## config.mk

```make
export PLATFORM = sky130hd
export DESIGN_NAME = serial_boot_loader
export DESIGN_NICKNAME = d
export VERILOG_FILES = /design/src/rtl/serial_boot_loader_pkg.sv /design/src/rtl/serial_boot_loader_uart_rx.sv /design/src/rtl/serial_boot_loader.sv
export SDC_FILE = /design/constraint.sdc
export NUM_CORES = 1
export LEC_CHECK = 0
export CORE_ASPECT_RATIO = 1.25
export CORE_UTILIZATION = 40
export DETAILED_ROUTE_END_ITERATION = 10
export HOLD_SLACK_MARGIN = 0.03
export SYNTH_ARGS = -nofsm -noshare
export SYNTH_HDL_FRONTEND = slang
export SYNTH_SLANG_ARGS = --single-unit
export TNS_END_PERCENT = 10
```

## constraint.sdc

```tcl
create_clock -name clk -period 5.35 [get_ports clk]
set_input_delay 0.8025 -clock clk [delete_from_list [all_inputs] [get_ports clk]]
set_output_delay 0.8025 -clock clk [all_outputs]
set_load 0.005 [all_outputs]
```

## src/rtl/serial_boot_loader_pkg.sv

```systemverilog
// Shared definitions for the serial boot loader: frame marker, write mask and
// the state encodings of the frame FSM and the UART receiver.
package serial_boot_loader_pkg;

    localparam logic [7:0] SYNC_BYTE_DEFAULT = 8'hA5;
    localparam logic [3:0] MEM_MASK_ALL      = 4'hF;

    typedef enum logic [2:0] {
        ST_IDLE,
        ST_LEN_LO,
        ST_LEN_HI,
        ST_DATA,
        ST_WRITE,
        ST_CSUM,
        ST_DONE,
        ST_ERROR
    } state_t;

    typedef enum logic [1:0] {
        RX_IDLE,
        RX_START,
        RX_DATA,
        RX_STOP
    } rx_state_t;

endpackage

```

## src/rtl/serial_boot_loader_uart_rx.sv

```systemverilog
// 8N1 UART receiver: synchronises rx, validates the start bit at half a bit time,
// samples data LSB-first at mid-bit and reports either a byte or a framing error.
module serial_boot_loader_uart_rx
    import serial_boot_loader_pkg::*;
#(
    parameter int CLKS_PER_BIT = 868
) (
    input  logic       clk,
    input  logic       rst_n,
    input  logic       rx,
    output logic       byte_valid,
    output logic [7:0] rx_byte,
    output logic       ferr
);

    localparam int                CNT_W     = $clog2(CLKS_PER_BIT);
    localparam logic [CNT_W-1:0] HALF_LAST = CNT_W'(CLKS_PER_BIT / 2 - 1);
    localparam logic [CNT_W-1:0] BIT_LAST  = CNT_W'(CLKS_PER_BIT - 1);

    rx_state_t        rx_state, rx_next;
    logic             rx_meta, rx_sync, rx_prev;
    logic [CNT_W-1:0] cnt;
    logic [2:0]       bit_idx;
    logic [7:0]       shift;

    // Line idles high, so the synchroniser resets to 1 to avoid a phantom start edge.
    always_ff @(posedge clk or negedge rst_n) begin
        if (!rst_n) begin
            rx_meta <= 1'b1;
            rx_sync <= 1'b1;
            rx_prev <= 1'b1;
        end else begin
            // NOTE: non-blocking assignments keep every flop sampling pre-edge values,
            // which is what makes this a real three-stage shift chain.
            rx_meta <= rx;
            rx_sync <= rx_meta;
            rx_prev <= rx_sync;
        end
    end

    always_ff @(posedge clk or negedge rst_n) begin
        if (!rst_n) rx_state <= RX_IDLE;
        else        rx_state <= rx_next;
    end

    always_comb begin
        // NOTE: default first, so every path assigns rx_next and no latch is inferred.
        rx_next = rx_state;
        case (rx_state)
            RX_IDLE:  if (rx_prev && !rx_sync) rx_next = RX_START;
            RX_START: if (cnt == HALF_LAST) rx_next = rx_sync ? RX_IDLE : RX_DATA;
            RX_DATA:  if (cnt == BIT_LAST && bit_idx == 3'd7) rx_next = RX_STOP;
            RX_STOP:  if (cnt == BIT_LAST) rx_next = RX_IDLE;
            default:  rx_next = RX_IDLE;
        endcase
    end

    always_ff @(posedge clk or negedge rst_n) begin
        if (!rst_n) begin
            cnt        <= '0;
            bit_idx    <= '0;
            shift      <= '0;
            byte_valid <= 1'b0;
            ferr       <= 1'b0;
        end else begin
            byte_valid <= 1'b0;
            ferr       <= 1'b0;
            case (rx_state)
                RX_IDLE: begin
                    cnt     <= '0;
                    bit_idx <= '0;
                end
                RX_START: cnt <= (cnt == HALF_LAST) ? '0 : cnt + CNT_W'(1);
                RX_DATA: begin
                    if (cnt == BIT_LAST) begin
                        cnt     <= '0;
                        shift   <= {rx_sync, shift[7:1]};
                        bit_idx <= bit_idx + 3'd1;
                    end else begin
                        cnt <= cnt + CNT_W'(1);
                    end
                end
                RX_STOP: begin
                    if (cnt == BIT_LAST) begin
                        cnt        <= '0;
                        byte_valid <= rx_sync;
                        ferr       <= !rx_sync;
                    end else begin
                        cnt <= cnt + CNT_W'(1);
                    end
                end
                default: cnt <= '0;
            endcase
        end
    end

    assign rx_byte = shift;

endmodule

```

## src/rtl/serial_boot_loader.sv

```systemverilog
// Boot loader: parses a sync/length/data/checksum frame from the UART, writes the
// image into program memory, and releases the CPU reset once the checksum matches.
module serial_boot_loader
    import serial_boot_loader_pkg::*;
#(
    parameter int         CLKS_PER_BIT  = 868,
    parameter int         D_WIDTH       = 32,
    parameter int         D_DEPTH_WIDTH = 10,
    parameter logic [7:0] SYNC_BYTE     = SYNC_BYTE_DEFAULT
) (
    input  logic                     clk,
    input  logic                     rst_n,
    input  logic                     rx,
    output logic                     mem_en,
    output logic [3:0]               mem_wr_mask,
    output logic [D_DEPTH_WIDTH-1:0] mem_addr,
    output logic [D_WIDTH-1:0]       mem_data,
    output logic                     mem_sel,
    output logic                     cpu_rst,
    output logic                     done,
    output logic                     error
);

    localparam int          ADDR_W    = D_DEPTH_WIDTH + 1;
    localparam int unsigned MAX_WORDS = 2 ** D_DEPTH_WIDTH;

    state_t            state, next_state;
    logic              byte_valid, ferr;
    logic [7:0]        rx_byte;
    logic [15:0]       len;
    logic [15:0]       len_candidate;
    logic [ADDR_W-1:0] word_addr;
    logic [1:0]        byte_idx;
    logic [7:0]        csum;
    logic              last_word;

    serial_boot_loader_uart_rx #(
        .CLKS_PER_BIT(CLKS_PER_BIT)
    ) u_uart_rx (
        .clk        (clk),
        .rst_n      (rst_n),
        .rx         (rx),
        .byte_valid (byte_valid),
        .rx_byte    (rx_byte),
        .ferr       (ferr)
    );

    assign len_candidate = {rx_byte, len[7:0]};
    // Address is one bit wider than mem_addr so N = 2**D_DEPTH_WIDTH ends without wrapping.
    assign last_word     = (17'(word_addr) + 17'd1) == {1'b0, len};
    assign mem_addr      = word_addr[D_DEPTH_WIDTH-1:0];

    always_ff @(posedge clk or negedge rst_n) begin
        if (!rst_n) state <= ST_IDLE;
        else        state <= next_state;
    end

    always_comb begin
        next_state  = state;
        mem_en      = 1'b0;
        mem_wr_mask = 4'h0;
        done        = (state == ST_DONE);
        error       = (state == ST_ERROR);
        cpu_rst     = (state != ST_DONE);
        mem_sel     = (state != ST_DONE);

        if (state == ST_WRITE) begin
            mem_en      = 1'b1;
            mem_wr_mask = MEM_MASK_ALL;
        end

        if (ferr && state != ST_DONE) begin
            next_state = ST_ERROR;
        end else begin
            case (state)
                ST_IDLE, ST_ERROR:
                    if (byte_valid && rx_byte == SYNC_BYTE) next_state = ST_LEN_LO;
                ST_LEN_LO:
                    if (byte_valid) next_state = ST_LEN_HI;
                ST_LEN_HI:
                    if (byte_valid) begin
                        if (32'(len_candidate) > MAX_WORDS) next_state = ST_ERROR;
                        else if (len_candidate == 16'd0)    next_state = ST_CSUM;
                        else                                next_state = ST_DATA;
                    end
                ST_DATA:
                    if (byte_valid && byte_idx == 2'd3) next_state = ST_WRITE;
                ST_WRITE:
                    next_state = last_word ? ST_CSUM : ST_DATA;
                ST_CSUM:
                    if (byte_valid) next_state = (rx_byte == csum) ? ST_DONE : ST_ERROR;
                ST_DONE:
                    next_state = ST_DONE;
                default:
                    next_state = ST_IDLE;
            endcase
        end
    end

    // Frame datapath: length, word assembler, address counter and running checksum.
    always_ff @(posedge clk or negedge rst_n) begin
        if (!rst_n) begin
            len       <= '0;
            word_addr <= '0;
            byte_idx  <= '0;
            csum      <= '0;
            mem_data  <= '0;
        end else begin
            case (state)
                ST_IDLE, ST_ERROR:
                    if (byte_valid && rx_byte == SYNC_BYTE) csum <= '0;
                ST_LEN_LO:
                    if (byte_valid) len[7:0] <= rx_byte;
                ST_LEN_HI:
                    if (byte_valid) begin
                        len[15:8] <= rx_byte;
                        word_addr <= '0;
                        byte_idx  <= '0;
                    end
                ST_DATA:
                    if (byte_valid) begin
                        mem_data[{byte_idx, 3'b000} +: 8] <= rx_byte;
                        csum     <= csum ^ rx_byte;
                        byte_idx <= byte_idx + 2'd1;
                    end
                ST_WRITE:
                    word_addr <= word_addr + ADDR_W'(1);
                default: ;
            endcase
        end
    end

endmodule

```

==> metrics.md <==
| Metric | Value |
|---|---|
| Final GP Congestion | `0.8515` |
| Post-cts resize count | `0` |
| #FFs+latches synth | `100` |
| Sequential cell area fraction in the yosys report | `0.4894` |
| Post-synth EDFFs | `0` |
| R2R depth | `7` |
| Critical Path RT | `4.55 ns` |
| Rel. slew slack | `0.4031` |
| Period minus WS final | `3.246 ns` |
| Synthesized area per cell | `9.397 um2` |
| Unrepaired setup endpoints after global routing | `no` |
| Crit path depth | `4` |
| CP Capture Type | `output port` |
| Routing usage on met1 | `0.2447` |
| Hold Path Class | `flip-flop to flip-flop` |
| CTS Hold Bufs | `0` |
| Post-route insts no fill | `733` |
| Clock buffer depth | `2` |
| DP Area | `0.005598 mm2` |
| Final Setup Violations | `0` |
| Row count | `45` |
| Nets | `579` |
| Clk Latency, worst-skew pair | `0.34 ns` |
| Slowest cell on the critical path | `dfrtp_1` |
| Setup crit start kind | `flip-flop` |
| Detailed-route DRC error count | `0` |
| Final ANT Viol Nets | `0` |
| Buf/Inv on CP | `3` |
| Area Growth Syn to Fin | `14.49%` |
| Layout cell share with drive strength beyond 1 | `0.04569` |
| Dominant cell type by area after synthesis | `dfrtp_1` |
| Crit path DAT | `2.44 ns` |
| Worst hold margin | `0.3559 ns` |
| GRT Residual Overflow | `0` |
| Synth cell types | `55` |
| Most used routing layer | `met2` |
| Synth area leaders | `dfrtp_1 (47%), nand2_1 (7.3%), o21ai_1 (6.6%)` |
| Vias per inst | `5.203` |
| Final period utilization | `0.6068` |
| Final Util | `0.4755` |
| Synth top area share | `0.4740` |
| Core box area | `0.01233 mm2` |
| First-pass GRT wire length | `18,330 um` |
| Antenna fix cells | `0` |
| Wire length per cell | `15.03 um` |
| PwrDens | `255.1 mW/mm2` |
| I/O pin total | `54` |
| Setup Crit Path Kind | `flip-flop to output port` |
| Net Count, Synth | `558` |
| Async set-or-reset flop fraction in the synthesized netlist | `1.000` |
| Cells after Synth | `545` |
| Die Wd | `103.2 um` |
| Actual slew at the worst max-slew pin | `0.8934 ns` |
| Overall routing resource usage | `0.1802` |
| Post-CTS setup buffers | `0` |
| Pre-CTS WS | `2.466 ns` |
| Worst vdd ir | `0.0001741 V` |
| Total power | `1.495 mW` |
| Fmax achieved | `0.3080 GHz` |
| Status | `finished, final reports clean` |
| Largest stage delay, worst path | `0.59 ns` |
| Die height | `128.5 um` |
| PnR worst setup slack | `2.104 ns` |
| Die Area | `0.01326 mm2` |
| Critical path fanouts, max | `16` |
| Vias in the first global route | `3,668` |
| Netlist Area Pre-Place | `0.005121 mm2` |
| Largest net degree at the start of global routing | `69` |
| Dpl cells | `719` |
| Routed WL | `11,020 um` |
| Total Neg Setup Slack | `0 ns` |
| CTS root buf | `clkbuf_16` |
| Final max-slew violation count | `0` |
| Critical path's top delay family | `buffers and inverters` |
| Hold depth | `0` |
| Max Cap Viol | `0` |
| CTS tree | `done` |
| Endpoints failing hold | `0` |
| CP dominant cell by count | `inv_2` |
| CP cell instances | `inv_2, or3_1, inv_2, clkdlybuf4s50_1` |
| Initial Utilization | `0.4153` |
| Total CTS buffers | `9` |
| Synth top cells by count | `nand2_1 (100), dfrtp_1 (97), o21ai_1 (68)` |
| Ys Warns | `0` |
| Main synth FF type | `dfrtp_1` |
| Skew final | `0.008062 ns` |
| Finished Cell Area | `0.005863 mm2` |
| Total vias in the final route | `3,814` |
| Port Buf Inserts | `53` |
| DR iter-0 viols | `152` |
| Reg clk slew, reported paths | `0.07 ns` |
| Lkg Pwr | `2.585 nW` |
| Antenna violations before repair | `0` |
| H-tree Lvls | `3` |
| Met3 Track Usage GR | `0.02933` |
| DP HPWL | `7579 um` |
| Most frequent cell after synthesis | `nand2_1` |
| Met2 Usage GRT | `0.2929` |
| TritonCTS Sinks | `100` |
| DR pass1 iterations | `4` |
routing by layer:
metal  share of wire  wire length, um
met1            0.45             4956
met2            0.50             5486
met3           0.039              430
met4           0.013              142
met5               0                0
cell usage in the layout, fill, tap and decap left out, types with 5 or more instances in the layout:
master,netlist,layout
nor4_1,6,6
clkdlybuf4s50_1,0,52
xor2_1,12,12
o21ai_1,68,68
nand3_1,8,8
dfrtp_1,97,97
a21oi_1,7,7
nand4_1,9,9
xnor2_1,13,13
nand2b_1,9,9
ha_1,10,10
o21ai_0,5,5
and3_1,8,8
a22o_1,7,7
nand2_1,100,100
or3_1,5,5
nor2_1,40,40
inv_1,13,13
mux2_1,23,23
clkbuf_16,0,9
report_power, final:
part | switching (mW) | total [mW] | internal, mW
logic | 0.0444 | 0.0773 | 0.0330
registers | 0.0310 | 0.815 | 0.784
clock network | 0.278 | 0.603 | 0.325
total | 0.353 | 1.50 | 1.14
cell type report:
cell class	count	area [um2]
Timing Repair Buffer	54	535.5
Clock buffer	11	242.7
Clock inverter	3	22.52
Fill cell	1166	6467
Inverter	17	63.81
Sequential cell	100	2506
Tap cell	164	205.2
Multi-Input combinational cell	384	2287
final timing paths:
kind / from / endpoint / slack, ns
hold reg to reg: u_uart_rx.rx_meta / u_uart_rx.rx_sync / 0.36
setup reg to reg: word_addr[0] / state[1] / 2.89
hold / removal: u_uart_rx.rx_meta / u_uart_rx.rx_sync / 0.36
max in group asynchronous: rst_n / u_uart_rx.rx_byte[4] / 3.82
min in group asynchronous: rst_n / mem_data[23] / 0.56
setup / recovery: state[2] / mem_wr_mask[1] / 2.10
registers in the layout, indices dropped and copies added, names as in the netlist, named ones only:
register,cells
mem_data,32
len,16
word_addr,11
u_uart_rx.cnt,10
csum,8
u_uart_rx.rx_byte,8
state,3
u_uart_rx.bit_idx,3
byte_idx,2
u_uart_rx.byte_valid,1
u_uart_rx.ferr,1
u_uart_rx.rx_meta,1
u_uart_rx.rx_prev,1
u_uart_rx.rx_state,1
u_uart_rx.rx_sync,1
kinds of logic (layout without fill, tap and decap cells):
| group | Yosys count | in the layout | synth area share |
|---|---|---|---|
| adder cells (fa/ha/maj) | 10 | 10 | 0.02443 |
| buffers and inverters | 61 | 85 | 0.06401 |
| AND/OR/NAND/NOR | 208 | 208 | 0.1893 |
| multiplexers | 25 | 25 | 0.05473 |
| flip-flops | 100 | 100 | 0.4894 |
| XOR/XNOR | 25 | 25 | 0.04276 |
| AO/OA/AOI/OAI | 116 | 116 | 0.1354 |
Power figures use the tool's default switching activity.
